===== config.mk =====
export PLATFORM = sky130hd
export DESIGN_NAME = alu_exec_ctrl_flat
export DESIGN_NICKNAME = d
export VERILOG_FILES = /design/src/rtl/alu_exec_ctrl_if.sv /design/src/rtl/alu_exec_ctrl.sv /design/src/flat_wrapper.sv
export SDC_FILE = /design/constraint.sdc
export NUM_CORES = 1
export LEC_CHECK = 0
export CORE_UTILIZATION = 35
export CTS_BUF_LIST = sky130_fd_sc_hd__clkbuf_8
export DETAILED_ROUTE_END_ITERATION = 8
export HOLD_SLACK_MARGIN = 0.06
export PLACE_DENSITY = 0.68
export REMOVE_ABC_BUFFERS = 1
export SYNTH_ARGS = -nofsm -noshare
export SYNTH_HDL_FRONTEND = slang
export SYNTH_SLANG_ARGS = --single-unit

===== constraint.sdc =====
create_clock -name clk -period 4.1 [get_ports clk]
set_clock_uncertainty 0.05 [all_clocks]
set_input_delay 0.615 -clock clk [delete_from_list [all_inputs] [get_ports clk]]
set_output_delay 0.615 -clock clk [all_outputs]
set_load 0.01 [all_outputs]

===== src/rtl/alu_exec_ctrl_if.sv =====
// Request/response handshake bundle between the issue logic and the ALU
// sequencing stage.
interface alu_exec_ctrl_if;
    logic       req_valid;
    logic       req_ready;
    logic [7:0] req_a;
    logic [7:0] req_b;
    logic [1:0] req_alu_op;
    logic       req_sub;
    logic       req_shift_left;
    logic       req_set_flags;
    logic       resp_valid;
    logic       resp_ready;
    logic [7:0] result;
    logic       flag_negative;
    logic       flag_zero;

    modport master (
        output req_valid, req_a, req_b, req_alu_op,
        output req_sub, req_shift_left, req_set_flags,
        output resp_ready,
        input  req_ready, resp_valid, result,
        input  flag_negative, flag_zero
    );

    modport slave (
        input  req_valid, req_a, req_b, req_alu_op,
        input  req_sub, req_shift_left, req_set_flags,
        input  resp_ready,
        output req_ready, resp_valid, result,
        output flag_negative, flag_zero
    );
endinterface


===== src/rtl/alu_exec_ctrl.sv =====
// Sequencing stage in front of the 8-bit ALU: registers one request, holds
// ce for a settle window, latches result and N/Z flags, returns a response.
module alu_exec_ctrl #(
    parameter int unsigned SETTLE_CYCLES = 1
) (
    input  logic                 clk,
    input  logic                 rst,
    alu_exec_ctrl_if.slave       bus,
    output logic [7:0]           o_aluA,
    output logic [7:0]           o_aluB,
    output logic [1:0]           o_aluOp,
    output logic                 o_aluSub,
    output logic                 o_aluShiftLeft,
    output logic                 o_aluCe,
    input  logic [7:0]           i_aluY,
    input  logic                 i_aluNegative,
    input  logic                 i_aluZero
);

    localparam logic [1:0] IDLE = 2'd0;
    localparam logic [1:0] EXEC = 2'd1;
    localparam logic [1:0] RESP = 2'd2;

    localparam logic [3:0] CNT_INIT = 4'(SETTLE_CYCLES - 1);

    logic [1:0] state;
    logic [3:0] cnt;
    logic [7:0] a_q;
    logic [7:0] b_q;
    logic [1:0] op_q;
    logic       sub_q;
    logic       shl_q;
    logic       setf_q;
    logic [7:0] result_q;
    logic       flag_n_q;
    logic       flag_z_q;

    always_ff @(posedge clk or posedge rst) begin
        if (rst) begin
            state    <= IDLE;
            cnt      <= 4'd0;
            a_q      <= 8'd0;
            b_q      <= 8'd0;
            op_q     <= 2'd0;
            sub_q    <= 1'b0;
            shl_q    <= 1'b0;
            setf_q   <= 1'b0;
            result_q <= 8'd0;
            flag_n_q <= 1'b0;
            flag_z_q <= 1'b0;
        end else begin
            unique case (state)
                IDLE: begin
                    if (bus.req_valid) begin
                        a_q    <= bus.req_a;
                        b_q    <= bus.req_b;
                        op_q   <= bus.req_alu_op;
                        sub_q  <= bus.req_sub;
                        shl_q  <= bus.req_shift_left;
                        setf_q <= bus.req_set_flags;
                        cnt    <= CNT_INIT;
                        state  <= EXEC;
                    end
                end
                EXEC: begin
                    // ce is high for this whole state, so the bus is driven
                    if (cnt == 4'd0) begin
                        result_q <= i_aluY;
                        if (setf_q) begin
                            flag_n_q <= i_aluNegative;
                            flag_z_q <= i_aluZero;
                        end
                        state <= RESP;
                    end else begin
                        cnt <= cnt - 4'd1;
                    end
                end
                RESP: begin
                    if (bus.resp_ready) begin
                        state <= IDLE;
                    end
                end
                default: begin
                    state <= IDLE;
                end
            endcase
        end
    end

    assign bus.req_ready     = (state == IDLE);
    assign bus.resp_valid    = (state == RESP);
    assign bus.result        = result_q;
    assign bus.flag_negative = flag_n_q;
    assign bus.flag_zero     = flag_z_q;

    assign o_aluCe        = (state == EXEC);
    assign o_aluA         = a_q;
    assign o_aluB         = b_q;
    assign o_aluOp        = op_q;
    assign o_aluSub       = sub_q;
    assign o_aluShiftLeft = shl_q;

endmodule


===== src/flat_wrapper.sv =====
// flat-port wrapper written by rule: the top's interface ports become plain ports
module alu_exec_ctrl_flat 
#(
    parameter int unsigned SETTLE_CYCLES = 1
)
  (clk, rst, o_aluA, o_aluB, o_aluOp, o_aluSub, o_aluShiftLeft, o_aluCe, i_aluY, i_aluNegative, i_aluZero, bus_req_valid, bus_req_a, bus_req_b, bus_req_alu_op, bus_req_sub, bus_req_shift_left, bus_req_set_flags, bus_resp_ready, bus_req_ready, bus_resp_valid, bus_result, bus_flag_negative, bus_flag_zero);
  alu_exec_ctrl_if bus_i ();
  input  logic clk;
  input  logic rst;
  output logic [7:0] o_aluA;
  output logic [7:0] o_aluB;
  output logic [1:0] o_aluOp;
  output logic o_aluSub;
  output logic o_aluShiftLeft;
  output logic o_aluCe;
  input  logic [7:0] i_aluY;
  input  logic i_aluNegative;
  input  logic i_aluZero;
  input wire logic [$bits(bus_i.req_valid)-1:0] bus_req_valid;
  input wire logic [$bits(bus_i.req_a)-1:0] bus_req_a;
  input wire logic [$bits(bus_i.req_b)-1:0] bus_req_b;
  input wire logic [$bits(bus_i.req_alu_op)-1:0] bus_req_alu_op;
  input wire logic [$bits(bus_i.req_sub)-1:0] bus_req_sub;
  input wire logic [$bits(bus_i.req_shift_left)-1:0] bus_req_shift_left;
  input wire logic [$bits(bus_i.req_set_flags)-1:0] bus_req_set_flags;
  input wire logic [$bits(bus_i.resp_ready)-1:0] bus_resp_ready;
  output wire logic [$bits(bus_i.req_ready)-1:0] bus_req_ready;
  output wire logic [$bits(bus_i.resp_valid)-1:0] bus_resp_valid;
  output wire logic [$bits(bus_i.result)-1:0] bus_result;
  output wire logic [$bits(bus_i.flag_negative)-1:0] bus_flag_negative;
  output wire logic [$bits(bus_i.flag_zero)-1:0] bus_flag_zero;
  assign bus_i.req_valid = bus_req_valid;
  assign bus_i.req_a = bus_req_a;
  assign bus_i.req_b = bus_req_b;
  assign bus_i.req_alu_op = bus_req_alu_op;
  assign bus_i.req_sub = bus_req_sub;
  assign bus_i.req_shift_left = bus_req_shift_left;
  assign bus_i.req_set_flags = bus_req_set_flags;
  assign bus_i.resp_ready = bus_resp_ready;
  assign bus_req_ready = bus_i.req_ready;
  assign bus_resp_valid = bus_i.resp_valid;
  assign bus_result = bus_i.result;
  assign bus_flag_negative = bus_i.flag_negative;
  assign bus_flag_zero = bus_i.flag_zero;
  alu_exec_ctrl #(.SETTLE_CYCLES(SETTLE_CYCLES)) u_core (.clk(clk), .rst(rst), .bus(bus_i), .o_aluA(o_aluA), .o_aluB(o_aluB), .o_aluOp(o_aluOp), .o_aluSub(o_aluSub), .o_aluShiftLeft(o_aluShiftLeft), .o_aluCe(o_aluCe), .i_aluY(i_aluY), .i_aluNegative(i_aluNegative), .i_aluZero(i_aluZero));
endmodule

==> run summary <==
Core box area - 4350 sq um
Synthesized flop and latch total - 37
Post-Syn Area - 1590 sq um
Final period utilization - 55.8%
Htree depth - 2
CP Depth - 3
Final Total Pwr - 1.89 mW
Die area - 4810 sq um
Pin count of the biggest net entering global routing - 38
Initial core utilization - 36.5%
Root buffer cell - clkbuf_8
Total grt overflow - 0
Yosys warns - 0
Rows - 24
Antenna Nets Post-Route - 0
Vias - 1096
RSZ-0062 raised after global routing - no
WL final - 3.24 mm
Synth-to-Final Area Change - 51.3%
CP bufs+invs - 2
Slew @ Worst Pin - 0.457 ns
Reg clk slew, reported paths - 0.07 ns
Arrival time of the worst setup path - 1.62 ns
CP endpoint kind - output port
Layout cells sized above 1 - 18.5%
Die width - 69.4 microns
DR WL/cell - 14.1 microns
CP max stage delay - 0.55 ns
# nets final - 214
Crit path cell chain - nand2b_1, inv_1, clkdlybuf4s50_1
Initial antenna violation count - 0
Clk_lat worst skew - 0.29 ns
Clock Tree Buf Depth - 2
Crit start category - flop
Cts repair resizes - 0
Slew HR - 69.5%
GP Congestion - 0.682
Worst-path maximum fanout - 6
Port bufs - 67
Worst vdd ir - 0.370 mV
Num CTS Buffers - 5
Num ports - 68
DRC violations left - 0
Via-to-Cell Ratio - 4.77
Detail Placement HPWL - 2.37 mm
Maxcap violations - 0
Power density cells - 786 nW/um^2
Hold crit path type - reg2reg
Final min period - 2.29 ns
CP top delay family - buffers and inverters
Setup_tns - 0 ns
Max Freq - 0.437 GHz
Initial DRC Count - 32
CP required - 3.43 ns
CTS sink count - 37
R2R depth - 5
Post-Synthesis Cells - 105
Antenna Cells - 0
Wire length of the first global-routing pass - 5.55 mm
Syn avg cell area - 15.1 sq um
Total track usage - 15.0%
CTS Hold Bufs - 0
Max-slew violations - 0
Final number of setup-violating endpoints - 0
Synth cell types - 21
Status - finished clean
CTS tree - done
Vias in the first global route - 1166
Die Ht - 69.4 microns
Worst hold stages - 1
Lkg Pwr - 1.05 nW
Register area share after synthesis - 58.3%
Setup CP Type - reg2out
Max stage delay cell, worst path - clkdlybuf4s50_1
Hold Vio Cnt, Final - 0
Setup bufs post-CTS - 0
DRT Pass-1 Iters - 6
==> final cells by class <==
cell class / count / area, sq um
inverter: 6 / 22.5
clock inverter: 1 / 5.00
tap: 52 / 65.1
sequential: 37 / 926
timing repair buffer: 69 / 686
multi-input combinational: 58 / 603
fill: 339 / 1950
clock buffer: 7 / 96.3
==> registers in the layout, indices dropped and copies added (netlist names), 2 cells and up <==
name               count
u_core.bus.result      8
u_core.cnt             4
u_core.o_aluA          8
u_core.o_aluB          8
u_core.o_aluOp         2
u_core.state           2
==> metrics by stage <==
stage | instance area, sq um | hold WS (ns) | utilization (%) | cells | setup WS, ns
after detailed placement | 2300 | 0.426 | 52.9 | 222 | 1.97
final | 2400 | 0.443 | 55.2 | 230 | 1.81
after global routing | 2400 | 0.464 | 55.2 | 230 | 1.71
after CTS | 2400 | 0.451 | 55.2 | 230 | 1.80
after global placement | 2300 | 0.425 | 52.9 | 222 | 1.99
after floorplan | 1550 | 0.432 | - | 101 | 2.08
==> Yosys cell counts <==
master / count / share of area (%)
nand2_2: 1 / 0.39
or4_1: 2 / 0.94
o21bai_1: 1 / 0.47
nand2b_1: 2 / 0.79
buf_4: 2 / 0.94
o21ai_0: 3 / 0.94
dfrtp_1: 37 / 58
mux2_2: 2 / 1.4
mux2_4: 18 / 17
or3_1: 1 / 0.39
a21oi_1: 3 / 0.94
ha_1: 2 / 1.6
nor3b_4: 1 / 1.2
nand3_1: 5 / 1.6
nor2_2: 1 / 0.39
buf_6: 2 / 1.4
and2_1: 1 / 0.39
mux2_1: 11 / 7.8
or4b_1: 2 / 1.3
inv_1: 6 / 1.4
nand2_1: 2 / 0.47
==> path summary, 6_finish.rpt <==
kind / to / slack, ns / startpoint
setup reg to reg: u_core.bus.result[4] / 2.30 / u_core.cnt[0]
hold / removal: u_core.bus.result[6] / 0.44 / u_core.bus.result[6]
min in group asynchronous: u_core.o_aluOp[1] / 0.68 / rst
max in group asynchronous: u_core.bus.flag_zero / 3.00 / rst
hold reg to reg: u_core.bus.result[6] / 0.44 / u_core.bus.result[6]
setup / recovery: o_aluCe / 1.81 / u_core.state[1]
==> power breakdown <==
part	switching (mW)	total, mW	leakage [nW]	internal (mW)
logic	0.343	0.932	0.554	0.589
clock network	0.124	0.276	0.0542	0.152
registers	0.128	0.682	0.439	0.554
==> logic make-up after synthesis <==
family / Yosys count / synth area share [%]
muxes: 31 / 26.2
adders and majority gates: 2 / 1.57
buffers and inverters: 10 / 3.78
AOI/OAI and AO/OA: 7 / 2.36
and+or+nand+nor: 18 / 7.80
DFF: 37 / 58.3
==> cell usage in the layout (no fill, tap or decap), drive strengths merged <==
master and n:
a21oi 3, and2 1, buf 2, clkbuf 7, clkdlybuf4s50 67, clkinv 1
dfrtp 37, ha 2, inv 6, mux2 31, nand2 3, nand2b 2
nand3 5, nor2 1, nor3b 1, o21ai 3, o21bai 1, or3 1
or4 2, or4b 2
==> metal layers <==
layer	track usage [%]	vias up	share of wire [%]
met3	7.27	7	11
met1	17.0	529	39
met5	0	-	0
met4	6.12	0	1.2
met2	24.1	56	49
li1	-	504	-
Note: power is estimated with default switching activity, not from simulation.
